[src/rtl/prefetch_queue.sv]
// Instruction prefetch queue: collects 16-bit fetch words from the bus unit
// and presents the oldest three bytes (q0..q2) to the instruction pre-decoder.
// Tracks the next fetch address and the IP of q0, and discards a fetch that
// was already in flight when a control transfer flushed the queue.
//
// Storage is a packed byte shifter with q0 in the least significant byte.
// Every byte at or above q_count is kept at zero, which lets a write be
// merged into the shifted contents with a plain OR.
module prefetch_queue #(
    parameter int unsigned DEPTH = 6
) (
    input  logic                           clk,
    input  logic                           reset,
    input  logic                           ce,
    input  logic                           flush,
    input  logic [15:0]                    flush_ip,
    output logic                           fetch_req,
    output logic [15:0]                    fetch_ip,
    input  logic                           fetch_ack,
    input  logic [15:0]                    fetch_data,
    input  logic [2:0]                     consume,
    output logic [7:0]                     q0,
    output logic [7:0]                     q1,
    output logic [7:0]                     q2,
    output logic [$clog2(DEPTH+1)-1:0]     q_count,
    output logic [15:0]                    q_ip
);

    localparam int unsigned CW = $clog2(DEPTH + 1);
    localparam int unsigned XW = (CW > 3) ? CW : 3;
    localparam int unsigned MW = DEPTH * 8;

    // Registered state
    logic [MW-1:0] mem_q;
    logic [CW-1:0] cnt_q;
    logic [15:0]   fip_q;
    logic [15:0]   qip_q;
    logic          req_q;
    logic          disc_q;

    // Next-state values
    logic [MW-1:0] mem_nxt;
    logic [CW-1:0] cnt_nxt;
    logic [15:0]   fip_nxt;
    logic [15:0]   qip_nxt;
    logic          req_nxt;
    logic          disc_nxt;

    // Datapath intermediates
    logic          ack_v;
    logic [XW-1:0] cons_x;
    logic [XW-1:0] cnt_x;
    logic [XW-1:0] cons_eff;
    logic [CW-1:0] cnt_after;
    logic [1:0]    wr_n;
    logic [15:0]   wr_word;

    // Next-state computation: flush overrides, else consume then write
    always_comb begin
        ack_v     = fetch_ack & req_q;
        cons_x    = XW'(consume);
        cnt_x     = XW'(cnt_q);
        cons_eff  = (cons_x > cnt_x) ? cnt_x : cons_x;
        if (flush) begin
            cons_eff = '0;
        end
        cnt_after = cnt_q - CW'(cons_eff);

        wr_n    = 2'd0;
        wr_word = 16'h0000;
        if (ack_v && !flush && !disc_q) begin
            if (fip_q[0]) begin
                wr_n    = 2'd1;
                wr_word = {8'h00, fetch_data[15:8]};
            end else begin
                wr_n    = 2'd2;
                wr_word = fetch_data;
            end
        end

        mem_nxt  = (mem_q >> {cons_eff, 3'b000})
                 | (MW'(wr_word) << {cnt_after, 3'b000});
        cnt_nxt  = cnt_after + CW'(wr_n);
        fip_nxt  = fip_q + 16'(wr_n);
        qip_nxt  = qip_q + 16'(cons_eff);
        disc_nxt = disc_q;
        if (ack_v) begin
            disc_nxt = 1'b0;
        end

        if (flush) begin
            mem_nxt  = '0;
            cnt_nxt  = '0;
            fip_nxt  = flush_ip;
            qip_nxt  = flush_ip;
            disc_nxt = req_q & ~fetch_ack;
        end

        req_nxt = (cnt_nxt <= CW'(DEPTH - 2)) | disc_nxt;
    end

    // State registers, updated only on clock-enabled cycles
    always_ff @(posedge clk or posedge reset) begin
        if (reset) begin
            mem_q  <= '0;
            cnt_q  <= '0;
            fip_q  <= 16'h0000;
            qip_q  <= 16'h0000;
            req_q  <= 1'b0;
            disc_q <= 1'b0;
        end else if (ce) begin
            mem_q  <= mem_nxt;
            cnt_q  <= cnt_nxt;
            fip_q  <= fip_nxt;
            qip_q  <= qip_nxt;
            req_q  <= req_nxt;
            disc_q <= disc_nxt;
        end
    end

    // Byte window seen by the decoder, zeroed beyond the valid count
    assign q0 = (cnt_q >= CW'(1)) ? mem_q[7:0]   : 8'h00;
    assign q1 = (cnt_q >= CW'(2)) ? mem_q[15:8]  : 8'h00;
    assign q2 = (cnt_q >= CW'(3)) ? mem_q[23:16] : 8'h00;

    assign q_count   = cnt_q;
    assign q_ip      = qip_q;
    assign fetch_ip  = fip_q;
    assign fetch_req = req_q;

endmodule

[config.mk]
export PLATFORM = sky130hd
export DESIGN_NAME = prefetch_queue
export DESIGN_NICKNAME = d
export VERILOG_FILES = /design/src/rtl/prefetch_queue.sv
export SDC_FILE = /design/constraint.sdc
export NUM_CORES = 1
export LEC_CHECK = 0
export ABC_AREA = 1
export BUFFER_PORTS_ARGS = -buffer_cell sky130_fd_sc_hd__clkbuf_2
export CELL_PAD_IN_SITES_DETAIL_PLACEMENT = 1
export CELL_PAD_IN_SITES_GLOBAL_PLACEMENT = 2
export CORE_MARGIN = 8
export CORE_UTILIZATION = 33
export CTS_CLUSTER_SIZE = 30
export DETAILED_ROUTE_END_ITERATION = 6
export GPL_TIMING_DRIVEN = 0
export PLACE_DENSITY_LB_ADDON = 0.1
export SKIP_LAST_GASP = 1
export SYNTH_ARGS = -nofsm -noshare
export SYNTH_HDL_FRONTEND = slang
export SYNTH_SLANG_ARGS = --single-unit
[constraint.sdc]
create_clock -name clk -period 9.5 [get_ports clk]
set_input_delay 0.475 -clock clk [delete_from_list [all_inputs] [get_ports clk]]
set_output_delay 0.475 -clock clk [all_outputs]
set_load 0.02 [all_outputs]
Yosys cells after proc, flatten, opt, wreduce, memory -nomap -nowiden
Cells that the tools add are included.

storage, ports and cells
  output and inout bits = 60
  input bits = 40
  logic and storage cells = 41
  flip-flop bits (word level) = 85

cells by class
  mux-type cells = 15
  reductions and logical operators = 4
  bitwise gates (word level) = 5
  shifts and indexed selects = 2
  add/sub/neg operators = 4
  order comparisons = 5

operators with widths
  cell                                                                                  number
  16-bit 2-to-1 mux                                                                     4
  48-bit 2-to-1 mux                                                                     1
  48-bit bitwise OR                                                                     1
  16-bit by 6-bit << shifter with 48-bit output                                         1
  48-bit by 6-bit >> shifter with 48-bit output                                         1
  8-bit 2-to-1 mux                                                                      3
  16-bit by 2-bit adder with 16-bit output                                              1
  16-bit by 3-bit adder with 16-bit output                                              1
  3-bit 2-to-1 mux                                                                      3
  3-bit by 2-bit greater-or-equal comparator with 1-bit output (second input constant)  2
  2-bit 2-to-1 mux                                                                      2
  3-bit by 2-bit adder with 3-bit output                                                1
  3-bit by 1-bit greater-or-equal comparator with 1-bit output (second input constant)  1
  3-bit greater-than comparator                                                         1
  3-bit less-or-equal comparator (second input constant)                                1
  3-bit subtractor                                                                      1
  1-bit AND                                                                             2
  1-bit logical AND                                                                     2
  1-bit zero test                                                                       2
  1-bit 2-to-1 mux                                                                      2
  1-bit inverter                                                                        1
  1-bit bitwise OR                                                                      1

Depth between registers and ports, before layout
  depth in word-level cells = 8
  mapped depth = 22
  gate-level depth less buffers = 20

Worst setup path before layout
OpenSTA, ideal clock, no wires.

  kind = register -> register
  from = register cnt_q[2], in the netlist q_count[2]
  to = register req_q, in the netlist fetch_req
  cell stages (with the launch flop) = 15
  buffers on the path = 2
  data required time = 9.363 ns
  arrival = 3.291 ns
  library setup time = 0.137 ns
  slack = 6.073 ns
  cells stage by stage = dfrtp_1 > inv_1 > ha_1 > a21oi_1 > nand2_1 > nand2_2 > nand2_1 > nand3_1 > buf_2 > buf_1 > fa_1 > fa_1 > o211ai_1 > nor2_1 > a21oi_1

on the way
  word-level cells in the longest chain between the ends = 8

RTL lines
  element                                     RTL line  RTL
  start, declared                             35        logic [CW-1:0] cnt_q;
  start signal, assigned                      113       cnt_q <= cnt_nxt;
  3-bit greater-than comparator               63        cons_eff = (cons_x > cnt_x) ? cnt_x : cons_x;
  3-bit 2-to-1 mux                            63
  3-bit 2-to-1 mux                            64        if (flush) begin
  3-bit subtractor (*)                        67        cnt_after = cnt_q - CW'(cons_eff);
  3-bit by 2-bit adder with 3-bit output (*)  83        cnt_nxt = cnt_after + CW'(wr_n);
  3-bit 2-to-1 mux (*)                        91        if (flush) begin
  3-bit less-or-equal comparator (*)          99        req_nxt = (cnt_nxt <= CW'(DEPTH - 2)) | disc_nxt;
  1-bit bitwise OR (*)                        99
  end signal, assigned                        116       req_q <= req_nxt;
  end, declared                               38        logic req_q;

Mark *: on every way between the ends. The rest lies on a longest branch, timed or not.
A chain may end at the register's enable or synchronous reset.

Worst setup path in the final report
  from = register cnt_q[2], in the netlist q_count[2]
  to = register mem_q[25]

on the way
  word-level cells in the longest chain between the ends = 7
  elaborated cells between the ends (all ways) = 8

RTL lines
  element                                        RTL line  RTL
  3-bit greater-than comparator                  63
  3-bit 2-to-1 mux                               63
  3-bit 2-to-1 mux                               64
  3-bit subtractor                               67
  16-bit by 6-bit << shifter with 48-bit output  82        | (MW'(wr_word) << {cnt_after, 3'b000});
  48-bit bitwise OR (*)                          82
  48-bit 2-to-1 mux (*)                          91
  end signal, assigned                           112       mem_q <= mem_nxt;
  end, declared                                  34        logic [MW-1:0] mem_q;

Marks and branches as above.

==> flow_summary.ini <==
[status]
status = finished clean

[sta]
max_slew_margin_pct = 34.55
rsz0062_at_grt = no
period_minus_slack_ns = 4.436
final.setup.tns_ns = 0
clock_skew_ns = 0.01111
hold_viol_final = 0
worst_pin_slew_ns = 0.9781
finalCritPeriodShare_pct = 46.70
setup_viol = 0
slew_violations = 0
max_freq_ghz = 0.2254

[detailed_routing]
drtAntennaViolNets = 0
wl_per_cell_um = 21.16
dr.first_iter.drc_count = 586
drc_errors = 0
drt-total-wl_um = 31120
viasPerCell = 5.356
dr_total_vias = 7879
firstDrtPassIters = 5

[layout]
stdcell_area_um2 = 7933
ff_latch_area_um2 = 2127
layout_commonest_cell = nand2_1
multi_input_area_um2 = 3900
fillers = 2801
antenna_cells = 0
most-common-layout-cells = 404 x nand2_1, 151 x nand3_1, 113 x inv_1
nets = 1247
syn_to_final_growth_pct = 17.58
fin_cells = 1471
drive_above_1_share_pct = 12.91

[logic_synthesis]
ys_ff_latch = 85
syn_nets = 1138
synthDistinctLibCells = 38
synthFlopType = dfrtp_1
ys_warn_count = 0
syn_area_um2 = 6746
syn_inst = 1087
synthArstFlopShare_pct = 100.0
synth_enable_flop_cells = 0
avgSynthCellArea_um2 = 6.207
yosysSeqAreaShare_pct = 31.53

[place]
dp.final_hpwl_um = 23990
gp_congestion = 0.9052
post-place-cells = 1455
portBuffers = 97
place_area_um2 = 7600

[critical_path]
worstPathMaxFanout = 11
critPathArrivalTime_ns = 4.74
start_kind = register
r2r_start = q_count[2]
path_class = reg2reg
cp.required_ns = 9.80
critPathLaunch = q_count[2]
crit_path_end_kind = register

[die]
die_area_um2 = 25270
coreArea_um2 = 20170
rows = 52
io_pins = 100
start_util_pct = 33.45
die_y_um = 159.0
die_w_um = 159.0

[global_routing]
overflow = 0
grt_use_total_pct = 24.40
antenna_found_initial = 1
grt_pass1_vias = 8066
grt_pass1_wl_um = 47960
grt_max_degree = 62

[cts]
cts.sinks = 85
htree_levels = 3
cts.clk_slew.worst_paths_ns = 0.07
cts_tree = yes
hold_buffers = 0
cts_root_buf = clkbuf_16
cts_setup_buffers = 0
cts-buffers-inserted = 9
clk_path_buf_depth = 2
cts_resized = 0
clock_latency_ns = 0.36

[pwr]
power.density_nw_per_um2 = 265.5
ir_drop_uv = 97.23
p_leak_nw = 4.063

[flow_run]
maxCapViolCount = 0

[min_path]
hold_class = in2async
critical path, cell delays in order (launching register included):
cell	delay (ns)
dfrtp_1	0.48
inv_1	0.11
ha_1	0.32
a21oi_1	0.14
nand2_1	0.13
nand2_2	0.13
nand2_1	0.06
nand3_1	0.17
buf_2	0.26
buf_1	0.65
fa_1	0.33
xor2_1	0.18
inv_1	0.06
nand2_1	0.07
nand2_2	0.11
nor2_2	0.37
buf_2	0.38
nand2_1	0.15
o21ai_0	0.10
nand2_1	0.07
nand2_1	0.08
cell families after synthesis:
kind of cell	Yosys count	share of synthesized area [%]
and+or+nand+nor	701	45.23
adders and majority gates	11	2.485
AOI/OAI and AO/OA	105	9.310
xor gates and xnor gates	6	0.7789
buffers and inverters	179	10.66
DFF	85	31.53
cells in the mapped netlist, types with 5 or more instances:
master | number | share of area, %
buf_1 | 10 | 0.56
nand3_1 | 151 | 11
a21oi_1 | 26 | 1.9
inv_1 | 114 | 6.3
ha_1 | 7 | 1.3
buf_2 | 11 | 0.82
nor2_1 | 62 | 3.4
nand4_1 | 54 | 5.0
o21ai_0 | 40 | 3.0
nand2_2 | 6 | 0.56
nor3_1 | 8 | 0.59
buf_4 | 5 | 0.56
clkbuf_1 | 34 | 1.9
o211ai_1 | 5 | 0.56
nand2_1 | 404 | 22
o221ai_1 | 9 | 1.2
nor4_1 | 6 | 0.56
dfrtp_1 | 85 | 32
a22oi_1 | 7 | 0.78
state kept, by name, indices dropped and copies added (netlist names):
name / count
mem_q: 48
disc_q: 1
fetch_ip: 16
fetch_req: 1
q_count: 3
q_ip: 16
stage by stage:
stage               setup WS, ns  total power, mW  util [%]  hold WS, ns
floorplan                  6.073            1.243         -       0.4705
global placement           5.136            1.664     37.53       0.4924
detailed placement         5.106            1.674     37.68       0.4714
CTS                        5.098            2.096     39.33      0.08207
global route               4.745            2.242     39.33       0.1129
finish                     5.064            2.106     39.33      0.07455
worst paths after layout:
path / cells past startpoint / slack [ns] / to
worst max-delay path: 20 / 5.06 / mem_q[25]
worst min-delay path: 2 / 0.07 / fetch_req
worst max register to register: 20 / 5.06 / mem_q[25]
worst min register to register: 2 / 0.52 / mem_q[9]
max in group asynchronous: 3 / 8.76 / mem_q[43]
min in group clk: 3 / 0.35 / q_ip[14]
final cells by class:
type                    instances  share of cell area [%]
well taps                     270                   4.259
clock inverters                 6                   1.183
inverters                     117                   5.568
clock buffers                  10                   3.013
flip-flops and latches         85                   26.81
plain buffers                  62                   3.533
repair buffers                 98                   6.467
multi-input cells             823                   49.16
layer usage:
metal	part of all wire, %	global-route usage (%)	wire length [um]
met5	0.039	0	12
met4	2.0	7.247	637
met3	6.2	4.524	1944
met2	44	38.07	13630
met1	48	33.67	14900
report_power, final:
part,internal [mW],switching (mW)
logic,0.308,0.834
registers,0.446,0.0978
clock network,0.241,0.179
total,0.995,1.11
(Power assumes the default switching activity.)
